## src/rtl/param_fwd_pipe.sv

```systemverilog
// Parametrised ID/EX/WB toy pipeline with full operand forwarding, a
// two-cycle multiply that stalls issue, and a retired-write counter.
module param_fwd_pipe #(
  parameter int DATA_W  = 8,
  parameter int NREG    = 4,
  parameter int ZERO_R0 = 0,
  parameter int CNT_W   = 16,
  localparam int RA     = $clog2(NREG),
  localparam int IW     = 3 + 3 * RA
) (
  input  logic              clk,
  input  logic              rst,
  input  logic [IW-1:0]     inst,
  input  logic              inst_valid,
  output logic              inst_ready,
  input  logic [RA-1:0]     dbg_rd_addr,
  output logic [DATA_W-1:0] dbg_rd_data,
  output logic [CNT_W-1:0]  retired_cnt
);

  localparam int SHW = $clog2(DATA_W);

  typedef enum logic [2:0] {
    OP_NOP = 3'b000,
    OP_ADD = 3'b001,
    OP_SUB = 3'b010,
    OP_AND = 3'b011,
    OP_OR  = 3'b100,
    OP_XOR = 3'b101,
    OP_SHL = 3'b110,
    OP_MUL = 3'b111
  } op_e;

  op_e               id_op;
  logic [RA-1:0]     id_rs1, id_rs2, id_rd;

  logic [NREG-1:0][DATA_W-1:0] rf_q, rf_d;

  op_e               idex_op_q, idex_op_d;
  logic [DATA_W-1:0] idex_a_q, idex_a_d, idex_b_q, idex_b_d;
  logic [RA-1:0]     idex_rd_q, idex_rd_d;
  logic              idex_wen_q, idex_wen_d;

  logic [DATA_W-1:0] exwb_val_q, exwb_val_d;
  logic [RA-1:0]     exwb_rd_q, exwb_rd_d;
  logic              exwb_wen_q, exwb_wen_d;

  logic              mul_done_q, mul_done_d;
  logic [DATA_W-1:0] mul_prod_q, mul_prod_d;
  logic [CNT_W-1:0]  retired_q, retired_d;

  logic              stall, accept, ex_fwd, wb_fwd, wb_en;
  logic [DATA_W-1:0] ex_result, op_a, op_b;

  assign id_op  = op_e'(inst[IW-1 -: 3]);
  assign id_rs1 = inst[3*RA-1 -: RA];
  assign id_rs2 = inst[2*RA-1 -: RA];
  assign id_rd  = inst[RA-1:0];

  // A MUL occupies EX for two cycles; the first one blocks issue.
  assign stall      = (idex_op_q == OP_MUL) && !mul_done_q;
  assign accept     = inst_valid && !stall;
  assign inst_ready = !stall;

  assign ex_fwd = idex_wen_q && !(ZERO_R0 != 0 && idex_rd_q == '0);
  assign wb_fwd = exwb_wen_q && !(ZERO_R0 != 0 && exwb_rd_q == '0);
  assign wb_en  = wb_fwd;

  assign dbg_rd_data = rf_q[dbg_rd_addr];
  assign retired_cnt = retired_q;

  always_comb begin
    ex_result = '0;
    case (idex_op_q)
      OP_ADD:  ex_result = idex_a_q + idex_b_q;
      OP_SUB:  ex_result = idex_a_q - idex_b_q;
      OP_AND:  ex_result = idex_a_q & idex_b_q;
      OP_OR:   ex_result = idex_a_q | idex_b_q;
      OP_XOR:  ex_result = idex_a_q ^ idex_b_q;
      OP_SHL:  ex_result = idex_a_q << idex_b_q[SHW-1:0];
      OP_MUL:  ex_result = mul_prod_q;
      default: ex_result = '0;
    endcase
  end

  // Later assignments win: EX producer overrides WB, hardwired r0 overrides all.
  always_comb begin
    op_a = rf_q[id_rs1];
    if (wb_fwd && exwb_rd_q == id_rs1) op_a = exwb_val_q;
    if (ex_fwd && idex_rd_q == id_rs1) op_a = ex_result;
    if (ZERO_R0 != 0 && id_rs1 == '0) op_a = '0;
    op_b = rf_q[id_rs2];
    if (wb_fwd && exwb_rd_q == id_rs2) op_b = exwb_val_q;
    if (ex_fwd && idex_rd_q == id_rs2) op_b = ex_result;
    if (ZERO_R0 != 0 && id_rs2 == '0) op_b = '0;
  end

  always_comb begin
    idex_op_d  = idex_op_q;
    idex_a_d   = idex_a_q;
    idex_b_d   = idex_b_q;
    idex_rd_d  = idex_rd_q;
    idex_wen_d = idex_wen_q;
    if (!stall) begin
      if (accept) begin
        idex_op_d  = id_op;
        idex_a_d   = op_a;
        idex_b_d   = op_b;
        idex_rd_d  = id_rd;
        idex_wen_d = (id_op != OP_NOP);
      end else begin
        idex_op_d  = OP_NOP;
        idex_a_d   = '0;
        idex_b_d   = '0;
        idex_rd_d  = '0;
        idex_wen_d = 1'b0;
      end
    end

    exwb_wen_d = idex_wen_q && !stall;
    exwb_rd_d  = stall ? '0 : idex_rd_q;
    exwb_val_d = stall ? '0 : ex_result;

    mul_done_d = stall;
    mul_prod_d = stall ? DATA_W'(idex_a_q * idex_b_q) : mul_prod_q;

    rf_d      = rf_q;
    retired_d = retired_q;
    if (wb_en) begin
      rf_d[exwb_rd_q] = exwb_val_q;
      retired_d       = retired_q + CNT_W'(1);
    end
  end

  always_ff @(posedge clk) begin
    if (rst) begin
      rf_q       <= '0;
      idex_op_q  <= OP_NOP;
      idex_a_q   <= '0;
      idex_b_q   <= '0;
      idex_rd_q  <= '0;
      idex_wen_q <= 1'b0;
      exwb_val_q <= '0;
      exwb_rd_q  <= '0;
      exwb_wen_q <= 1'b0;
      mul_done_q <= 1'b0;
      mul_prod_q <= '0;
      retired_q  <= '0;
    end else begin
      rf_q       <= rf_d;
      idex_op_q  <= idex_op_d;
      idex_a_q   <= idex_a_d;
      idex_b_q   <= idex_b_d;
      idex_rd_q  <= idex_rd_d;
      idex_wen_q <= idex_wen_d;
      exwb_val_q <= exwb_val_d;
      exwb_rd_q  <= exwb_rd_d;
      exwb_wen_q <= exwb_wen_d;
      mul_done_q <= mul_done_d;
      mul_prod_q <= mul_prod_d;
      retired_q  <= retired_d;
    end
  end

endmodule

```

## config.mk

```make
export PLATFORM = sky130hd
export DESIGN_NAME = param_fwd_pipe
export DESIGN_NICKNAME = d
export VERILOG_FILES = /design/src/rtl/param_fwd_pipe.sv
export SDC_FILE = /design/constraint.sdc
export NUM_CORES = 1
export LEC_CHECK = 0
export BUFFER_PORTS_ARGS = -buffer_cell sky130_fd_sc_hd__buf_2
export CAP_MARGIN = 20
export CELL_PAD_IN_SITES_DETAIL_PLACEMENT = 0
export CELL_PAD_IN_SITES_GLOBAL_PLACEMENT = 2
export CORE_MARGIN = 10
export CORE_UTILIZATION = 30
export DETAILED_ROUTE_END_ITERATION = 12
export GPL_TIMING_DRIVEN = 0
export PLACE_DENSITY_LB_ADDON = 0.25
export SLEW_MARGIN = 0
export SYNTH_ARGS = -nofsm -noshare
export SYNTH_HDL_FRONTEND = slang
export SYNTH_SLANG_ARGS = --single-unit
```

## constraint.sdc

```tcl
create_clock -name clk -period 4.4 [get_ports clk]
set_input_delay 0.66 -clock clk [delete_from_list [all_inputs] [get_ports clk]]
set_output_delay 0.66 -clock clk [all_outputs]
set_load 0.02 [all_outputs]
```

==> flow_summary.rst <==
.. list-table::
   :header-rows: 1

   * - Metric
     - Value
   * - Cells after Synth
     - approximately 680
   * - Leak
     - 3.00 nW
   * - CP Capture Type
     - flip-flop
   * - Slew headroom
     - 0.483
   * - Unique masters post-synth
     - 66
   * - Routed length per instance
     - 18.1 um
   * - Combined area of all synthesized cells
     - around 6300 sq um
   * - Busiest grt layer
     - met2
   * - Total Routed Length
     - 18100 um
   * - Cell Rows
     - 52
   * - Overall Global Routing Usage
     - 0.137
   * - Average cell area after synthesis
     - 9.23 sq um
   * - Area overhead of the layout relative to synthesis
     - 12.9%
   * - Max-cap viol count
     - 0
   * - Area of the multi-input gates
     - 4110 sq um
   * - IO Count
     - 39
   * - Startpoint types
     - flip-flop
   * - Final worst hold slack
     - 0.464 ns
   * - PwrDens
     - around 250 nW/um^2
   * - Placed Cells incl. Taps
     - 982
   * - Clock sinks
     - 90
   * - Via total after detailed routing
     - 4970
   * - Number of synthesized register bits
     - 90
   * - Die height
     - around 160 um
   * - Final WS setup
     - 0.289 ns
   * - Yosys Warn Count
     - 0
   * - Sequential cell area in the final layout
     - roughly 1800 sq um
   * - H-tree depth
     - 3
   * - Status
     - completed
   * - Met3 demand-to-capacity share in global routing
     - 0.0236
   * - Port buffer count
     - 31
   * - First-pass iteration count of the detailed router
     - 4
   * - Initial Util
     - 0.308
   * - Die outline area
     - around 27000 sq um
   * - Critical path arrival
     - 4.39 ns
   * - Global-route wire length before repair
     - 29000 um
   * - Critical Path Fanout Max
     - 8
   * - Total congestion overflow after global routing
     - 0
   * - DRC
     - 0
   * - Worst slack at placement
     - -0.00723 ns
   * - Number of buffers added by the clock tree synthesis step
     - 9
   * - Min Clock Period, post-route
     - 4.11 ns
   * - Max Fclk
     - 243 MHz
   * - Worst endpoint required time
     - 4.68 ns
   * - Synthesized net count
     - between 700 and 800
   * - Floorplan die width
     - 165 um
   * - Initial drt markers
     - 334
   * - Vias in the first global route
     - 5104
   * - Fraction of layout instances using a drive strength above 1
     - 0.178
   * - Met2 capacity usage during global routing
     - 0.222
   * - Final ANT Viol Nets
     - 0
   * - Met1 Track Usage GR
     - 0.184
   * - Vias per cell
     - ~5.0
   * - Clock tree from TritonCTS
     - yes
   * - Number of buffers on the longest clock path
     - 2
   * - Non-filler instance count after layout
     - 1001
   * - Worst Path Class, Setup
     - reg -> reg
   * - Setup Skew
     - 0.00647 ns
   * - Max rail drop VDD
     - 0.171 mV
   * - Final Wtd Congestion
     - between 0.8 and 0.9
   * - Worst hold-check path type
     - reg -> reg
   * - Core area
     - 20400 sq um
   * - Max Transition Viols Final
     - 0
   * - Slew at the pin with the worst max-slew slack
     - 0.775 ns
   * - Antenna violations before repair
     - 0
   * - Total number of nets in the final design
     - 795
   * - Maximum number of pins on one net before global-route repair
     - 15
   * - Endpoints failing hold
     - 0
   * - Filler instances
     - 2153
   * - Sequential share of the synthesized area
     - 0.287
   * - Clock transition at the registers of the reported paths
     - 0.06 ns
   * - Endpoints failing setup
     - 0
   * - RSZ-0062 raised after global routing
     - no
   * - Share of the clock period used by the worst path after layout
     - 0.934
   * - Clock Latency Late Sink
     - 0.35 ns
   * - Diode count
     - 0
   * - HPWL after detailed placement
     - 13900 um
   * - Overall power
     - 1.74 mW
   * - Cell chosen for the clock root
     - sky130_fd_sc_hd__clkbuf_16
==> worst max-delay path, stage by stage, from the launching register on <==
cell and delay (ns):
sky130_fd_sc_hd__dfxtp_1 0.54, sky130_fd_sc_hd__ha_1 0.29, sky130_fd_sc_hd__inv_1 0.09, sky130_fd_sc_hd__fa_1 0.53, sky130_fd_sc_hd__inv_1 0.04, sky130_fd_sc_hd__ha_1 0.26, sky130_fd_sc_hd__inv_1 0.05, sky130_fd_sc_hd__fa_1 0.51
sky130_fd_sc_hd__fa_1 0.55, sky130_fd_sc_hd__inv_1 0.04, sky130_fd_sc_hd__ha_1 0.33, sky130_fd_sc_hd__a21oi_1 0.18, sky130_fd_sc_hd__xnor2_1 0.10, sky130_fd_sc_hd__xnor2_1 0.28, sky130_fd_sc_hd__nand2_1 0.12, sky130_fd_sc_hd__a21oi_1 0.14
==> area by class of cell <==
type / count / share of cell area
Inverter: 45 / 0.0243
Buffer: 37 / 0.0291
Multi-Input combinational cell: 509 / 0.579
Clock inverter: 4 / 0.00741
Clock buffer: 12 / 0.0333
Timing Repair Buffer: 34 / 0.0250
Tap cell: 270 / 0.0476
Sequential cell: 90 / 0.254
==> cell usage after synthesis (all sizes together) <==
cell type	count	share of area
dfxtp	90	0.29
nand2	79	0.048
nor2	77	0.048
mux2i	48	0.076
inv	45	0.027
ha	42	0.084
o21ai	42	0.033
xnor2	33	0.046
a21oi	32	0.027
mux4	26	0.093
clkbuf	19	0.015
buf	18	0.018
a22o	13	0.018
fa	13	0.041
mux2	12	0.022
xor2	12	0.017
nand3	10	0.0096
and2	7	0.0074
or3	7	0.0070
a31oi	6	0.0070
nor2b	6	0.0076
a21o	5	0.0062
nand4	4	0.0050
nor3	4	0.0058
a221o	3	0.0048
and3	3	0.0030
nand2b	3	0.0046
nor4	3	0.0040
a211oi	2	0.0032
a221oi	2	0.0066
a32oi	2	0.0028
nand3b	2	0.0024
nor3b	2	0.0024
o31ai	2	0.0024
a211o	1	0.0014
a22oi	1	0.0012
a311o	1	0.0016
a311oi	1	0.0014
a41oi	1	0.0014
o21a	1	0.0012
or2	1	0.0014
==> per-layer routing <==
layer	vias up	wire, um
met4	0	328
met3	24	594
met1	2403	8740
li1	2449	-
met2	94	8410
met5	-	0
==> worst paths after layout <==
| check | depth (start not counted) | from | to | slack [ns] |
|---|---|---|---|---|
| max reg2reg | 15 | idex_a_q[3] | mul_prod_q[7] | 0.29 |
| min | 2 | mul_prod_q[1] | mul_prod_q[1] | 0.46 |
| max | 15 | idex_a_q[3] | mul_prod_q[7] | 0.29 |
| min reg2reg | 2 | mul_prod_q[1] | mul_prod_q[1] | 0.46 |
==> flip-flops by register name, summed over array words and instances (netlist names) <==
signal and count:
ex_fwd 1, exwb_rd_q 2, exwb_val_q 8, exwb_wen_q 1, idex_a_q 8, idex_b_q 8
idex_op_q 3, idex_rd_q 2, mul_done_q 1, mul_prod_q 8, retired_cnt 16, rf_q 32
==> logic make-up after synthesis <==
kind of cell,share of synthesized area
muxes,0.191
and+or+nand+nor,0.155
buffers and inverters,0.0597
xor gates and xnor gates,0.0627
adders and majority gates,0.125
AOI/OAI and AO/OA,0.119
DFF,0.287
==> per-stage QoR <==
step | util | cell area, sq um | TNS (ns)
after floorplan | - | 6280 | 0
after global placement | 0.332 | 6780 | 0
after detailed placement | 0.332 | 6780 | -0.00723
after CTS | 0.346 | 7070 | 0
after global routing | 0.347 | 7090 | 0
final | 0.347 | 7090 | 0
==> power breakdown <==
group	total, mW	internal [mW]	switching (mW)
Sequential	0.833	0.822	0.0108
Clock	0.761	0.442	0.319
Combinational	0.145	0.0556	0.0896
==> cells in the final DEF (no fill, tap or decap), types with 3 or more instances in the layout <==
| cell | Yosys | layout |
|---|---|---|
| sky130_fd_sc_hd__dfxtp_1 | 90 | 87 |
| sky130_fd_sc_hd__nand2_1 | 78 | 78 |
| sky130_fd_sc_hd__nor2_1 | 75 | 75 |
| sky130_fd_sc_hd__mux2i_1 | 48 | 48 |
| sky130_fd_sc_hd__buf_2 | 11 | 42 |
| sky130_fd_sc_hd__ha_1 | 42 | 42 |
| sky130_fd_sc_hd__inv_1 | 41 | 40 |
| sky130_fd_sc_hd__xnor2_1 | 33 | 33 |
| sky130_fd_sc_hd__a21oi_1 | 30 | 30 |
| sky130_fd_sc_hd__mux4_2 | 26 | 26 |
| sky130_fd_sc_hd__o21ai_1 | 22 | 22 |
| sky130_fd_sc_hd__clkbuf_1 | 17 | 20 |
| sky130_fd_sc_hd__o21ai_0 | 20 | 20 |
| sky130_fd_sc_hd__a22o_1 | 13 | 13 |
| sky130_fd_sc_hd__fa_1 | 13 | 13 |
| sky130_fd_sc_hd__xor2_1 | 12 | 12 |
| sky130_fd_sc_hd__clkbuf_16 | 0 | 9 |
| sky130_fd_sc_hd__nand3_1 | 8 | 8 |
| sky130_fd_sc_hd__mux2_2 | 8 | 8 |
| sky130_fd_sc_hd__or3_1 | 7 | 7 |
| sky130_fd_sc_hd__buf_4 | 3 | 6 |
| sky130_fd_sc_hd__and2_1 | 6 | 6 |
| sky130_fd_sc_hd__a31oi_1 | 5 | 5 |
| sky130_fd_sc_hd__nor2b_1 | 4 | 4 |
| sky130_fd_sc_hd__a21o_1 | 4 | 4 |
| sky130_fd_sc_hd__mux2_1 | 4 | 4 |
| sky130_fd_sc_hd__inv_2 | 4 | 4 |
| sky130_fd_sc_hd__buf_6 | 3 | 3 |
| sky130_fd_sc_hd__a221o_1 | 3 | 3 |
| sky130_fd_sc_hd__and3_1 | 3 | 3 |
| sky130_fd_sc_hd__nand4_1 | 3 | 3 |
| sky130_fd_sc_hd__dfxtp_2 | 0 | 3 |
==> timing repair <==
item | CTS | global route
endpoints found under the hold margin | 0 | 0
resized for setup | 1 | 3
hold buffers | 0 | 0
endpoints found under the setup margin | 1 | 1
buffers inserted | 0 | 3
pin swaps | 0 | 0
Note: power is estimated with default switching activity, not from simulation.
